[src/rtl/mux_sel_arbiter.sv]
// Round-robin arbiter driving the select of a 4:1 4-bit multiplexer.
// A winner may hold the grant for up to BURST_LEN back-to-back transfers,
// after which ownership rotates. Outputs toward the mux are registered so
// sel only moves together with out_valid/transfer edges.
module mux_sel_arbiter #(
  parameter int BURST_LEN = 2,
  parameter int CNT_W     = 4
) (
  input  logic       clk,
  input  logic       rst_n,
  input  logic [3:0] req,
  input  logic       out_ready,
  output logic [1:0] sel,
  output logic [3:0] gnt,
  output logic       out_valid,
  output logic [3:0] ack
);

  typedef enum logic {IDLE, BUSY} state_t;

  localparam logic [CNT_W-1:0] CNT_MAX = CNT_W'(BURST_LEN - 1);

  state_t           state, state_nx;
  logic [1:0]       sel_nx, last, last_nx;
  logic [3:0]       gnt_nx;
  logic             valid_nx;
  logic [CNT_W-1:0] cnt, cnt_nx;

  logic       xfer;
  logic       cont;
  logic [3:0] others;
  logic [2:0] pick_idle;
  logic [2:0] pick_rot;

  // Returns {found, index}: first set bit of mask searching upward from start, wrapping 3->0.
  function automatic logic [2:0] rr_pick(input logic [3:0] mask, input logic [1:0] start);
    logic [1:0] idx;
    rr_pick = '0;
    for (int unsigned i = 0; i < 4; i++) begin
      idx = start + 2'(i);
      if (!rr_pick[2] && mask[idx]) rr_pick = {1'b1, idx};
    end
  endfunction

  assign xfer      = out_valid & out_ready;
  assign ack       = gnt & {4{xfer}};
  assign cont      = req[sel] && (cnt < CNT_MAX);
  assign others    = req & ~(4'b0001 << sel);
  assign pick_idle = rr_pick(req, last + 2'd1);
  assign pick_rot  = rr_pick(others, sel + 2'd1);

  // State and registered mux-side outputs.
  always_ff @(posedge clk or negedge rst_n) begin
    if (!rst_n) begin
      state     <= IDLE;
      sel       <= '0;
      gnt       <= '0;
      out_valid <= 1'b0;
      cnt       <= '0;
      last      <= 2'd3;
    end else begin
      state     <= state_nx;
      sel       <= sel_nx;
      gnt       <= gnt_nx;
      out_valid <= valid_nx;
      cnt       <= cnt_nx;
      last      <= last_nx;
    end
  end

  // Next-state: grant from idle, extend burst, rotate, re-grant or drop to idle.
  always_comb begin
    state_nx = state;
    sel_nx   = sel;
    gnt_nx   = gnt;
    valid_nx = out_valid;
    cnt_nx   = cnt;
    last_nx  = last;
    case (state)
      IDLE: begin
        if (|req) begin
          state_nx = BUSY;
          sel_nx   = pick_idle[1:0];
          gnt_nx   = 4'b0001 << pick_idle[1:0];
          valid_nx = 1'b1;
          cnt_nx   = '0;
        end
      end
      BUSY: begin
        if (xfer) begin
          if (cont) begin
            cnt_nx = cnt + CNT_W'(1);
          end else begin
            last_nx = sel;
            cnt_nx  = '0;
            if (pick_rot[2]) begin
              sel_nx = pick_rot[1:0];
              gnt_nx = 4'b0001 << pick_rot[1:0];
            end else if (!req[sel]) begin
              state_nx = IDLE;
              valid_nx = 1'b0;
              gnt_nx   = '0;
            end
          end
        end
      end
      default: state_nx = IDLE;
    endcase
  end

endmodule

[config.mk]
export PLATFORM = sky130hd
export DESIGN_NAME = mux_sel_arbiter
export DESIGN_NICKNAME = d
export VERILOG_FILES = /design/src/rtl/mux_sel_arbiter.sv
export SDC_FILE = /design/constraint.sdc
export NUM_CORES = 1
export LEC_CHECK = 0
export BUFFER_PORTS_ARGS = -buffer_cell sky130_fd_sc_hd__buf_2
export CORE_MARGIN = 8
export CORE_UTILIZATION = 60
export DETAILED_ROUTE_END_ITERATION = 7
export GPL_ROUTABILITY_DRIVEN = 0
export PLACE_DENSITY = 0.95
export SLEW_MARGIN = 20
export SYNTH_ARGS = -nofsm -noshare
export SYNTH_HDL_FRONTEND = slang
export SYNTH_SLANG_ARGS = --single-unit
[constraint.sdc]
create_clock -name clk -period 3.7 [get_ports clk]
set_input_delay 0.185 -clock clk [delete_from_list [all_inputs] [get_ports clk]]
set_output_delay 0.185 -clock clk [all_outputs]
set_load 0.01 [all_outputs]
==> metrics.txt <==
Max clock buf depth 2; CTS buffer count 3; Post-Synthesis Net Count 127; FF-to-FF End gnt[0]; WP data arrival 2.57 ns; final worst path period share 0.648; Total Power 857 µW; CP max FO 16; vias in the first global route 936; sequential fraction of the synthesis area 0.313; Initial Util 0.646; drt via density 6.05; Overflow after GRT 0; final critical-path required period 2.40 ns; clock skew 0.000923 ns; number of enable flip-flop cells after synthesis 0; syn_area_per_cell 9.89 µm²; final core occ 0.717; synthesized area 1130 µm²; Crit path largest cell delay 0.64 ns; crit path kind flip-flop to flip-flop; die area 3520 µm²; area of the core 1750 µm²; RSZ-0062 raised after global routing no; Worst Hold Depth 4; setup ws final 1.30 ns; pwr dens 685 nW/µm²; final std cells w/o fill 157; cell area after layout 1250 µm²; Vias 950; Critical Path Source Type flip-flop; Fmax 417 MHz; leakage 0.613 nW; Hold WC Path Type input pin to flip-flop; DR WL/cell 15.2 µm; reg2reg setup slack 1.30 ns; number of I/O port buffers 17; Final Max Slew Viols 0; fin nets 146; Pre-antenna DRT Iters 4; CP top delay family flip-flops; outcome completed; H-tree levels 1; critical path depth 7; Syn Inst Count 114; share of layout cells above drive strength 1 0.326; dpl cell area 1210 µm²; pin count of the biggest net entering global routing 17; Clock Pin Slew Worst Setup and Hold Paths 0.08 ns; worst path cell trace inv_1 > ha_1 > and4bb_2 > o31ai_4 > a21oi_1 > a32o_1 > mux2_2; Area Growth Syn to Fin 11.0%; CP Data Required Time 3.88 ns; root buffer cell clkbuf_4; Worst setup startpoint sel[0]; final antenna-violating net count 0; Worst Max-Slew Pin Slew 0.540 ns; Tot GR Track Use 0.148; Synth async-reset ratio 1.00; critical path's slowest cell dfrtp_1; Netlist cell types 47; Die Span X 59.3 µm; Fin Setup TNS 0 ns; CP bufs+invs 1; Syn. warnings 0; worst ir drop on vdd 0.500 mV; first-pass GRT wire length 4.10 mm; setup violators final 0; FP Rows 15; DR DRC count 0; TritonCTS clock tree built; max_cap viols 0; FF-to-FF Start sel[0]; Post-DP HPWL 1.79 mm; n_diodes 0; Yosys reg bits 14; Top Ports 18; pre-CTS setup slack 1.32 ns; Slew headroom 0.639; Gates resized, CTS repair 0; Die Height 59.3 µm; Clock Latency Late Sink 0.29 ns; worst hold slack 0.236 ns; Hold Crit Start out_ready; placed insts 152; initial DRC count 29; Fin. Hold Viols 0; ys flop type dfrtp_1; WL final 2.39 mm; worst r2r path cells 7; CTS sink count 14; Worst setup EP type flip-flop; initial antenna violation count 0; Hold EP out_valid
[area by class of cell]
class / count / area, µm²
multi-input combinational: 88 / 716
fill: 139 / 494
sequential: 14 / 353
timing repair buffer: 18 / 95.1
tap: 25 / 31.3
inverter: 8 / 30.0
clock buffer: 4 / 26.3
[worst reg2reg max path, cell delays in order, from the launching register on]
cell	delay, ns
dfrtp_1	0.64
inv_1	0.16
ha_1	0.36
and4bb_2	0.26
o31ai_4	0.25
a21oi_1	0.09
a32o_1	0.27
mux2_2	0.26
[worst max-delay path by stage]
stage / to / slack, ns
after floorplan: gnt[0] / 1.46
after global placement: gnt[0] / 1.43
after detailed placement: gnt[0] / 1.32
after CTS: gnt[0] / 1.31
after global routing: gnt[0] / 1.14
final: gnt[0] / 1.30
[cell usage in the layout, fill, tap and decap left out, types with 2 or more instances in the layout]
cell and n:
buf_2 17, dfrtp_1 12, inv_1 8, nand2_1 7, mux2_2 7, and3_1 6
nor2_1 6, ha_1 6, a21oi_1 4, o21ai_0 4, nand2b_1 3, nor2b_1 3
and2_1 3, a32o_1 3, clkbuf_4 3, nand3_1 2, or2b_1 2, o211ai_1 2
a21oi_2 2, mux2i_1 2, o22ai_1 2, dfstp_2 2
[cell usage after synthesis (2+ instances only)]
cell,number,area (µm²)
nand2_1,7,26.3
a21oi_2,2,17.5
and3_1,6,37.5
nand2b_1,3,18.8
a32o_1,3,30.0
nor2_1,6,22.5
buf_2,2,10.0
o21ai_0,4,20.0
o211ai_1,2,15.0
or2b_1,2,15.0
nand3_1,2,10.0
mux2_2,7,78.8
dfrtp_1,12,300
a21oi_1,4,20.0
mux2i_1,2,20.0
nor2b_1,3,18.8
inv_1,8,30.0
and2_1,3,18.8
dfstp_2,2,52.6
o22ai_1,2,12.5
ha_1,6,75.1
[sequential cells by signal, indices dropped and copies added, names as in the netlist]
name       flops
out_valid      1
last           2
cnt            4
sel            2
state          1
gnt            4
[cells by family after synthesis]
group / after synthesis / share of synthesized area
AND/OR/NAND/NOR: 43 / 0.241
flip-flops: 14 / 0.313
multiplexers: 11 / 0.121
adder cells (fa/ha/maj): 6 / 0.0666
XOR/XNOR: 1 / 0.00777
AO/OA/AOI/OAI: 27 / 0.199
buffers and inverters: 12 / 0.0522
[where the power goes]
| part | leakage, nW | switching (mW) | internal [mW] |
|---|---|---|---|
| clock network | 0.0150 | 0.0505 | 0.0420 |
| registers | 0.174 | 0.0724 | 0.212 |
| logic | 0.423 | 0.248 | 0.233 |
| total | 0.613 | 0.371 | 0.486 |
[layer usage]
metal,wire length [µm],track usage
met1,1020,0.178
met2,1140,0.233
met3,201,0.0542
met4,22,0.0546
met5,0,0
[timing repair]
item | in CTS | in global routing
setup buffers | 0 | 0
hold buffers | 1 | 0
hold endpoints to repair | 12 | 0
Power figures use the tool's default switching activity.
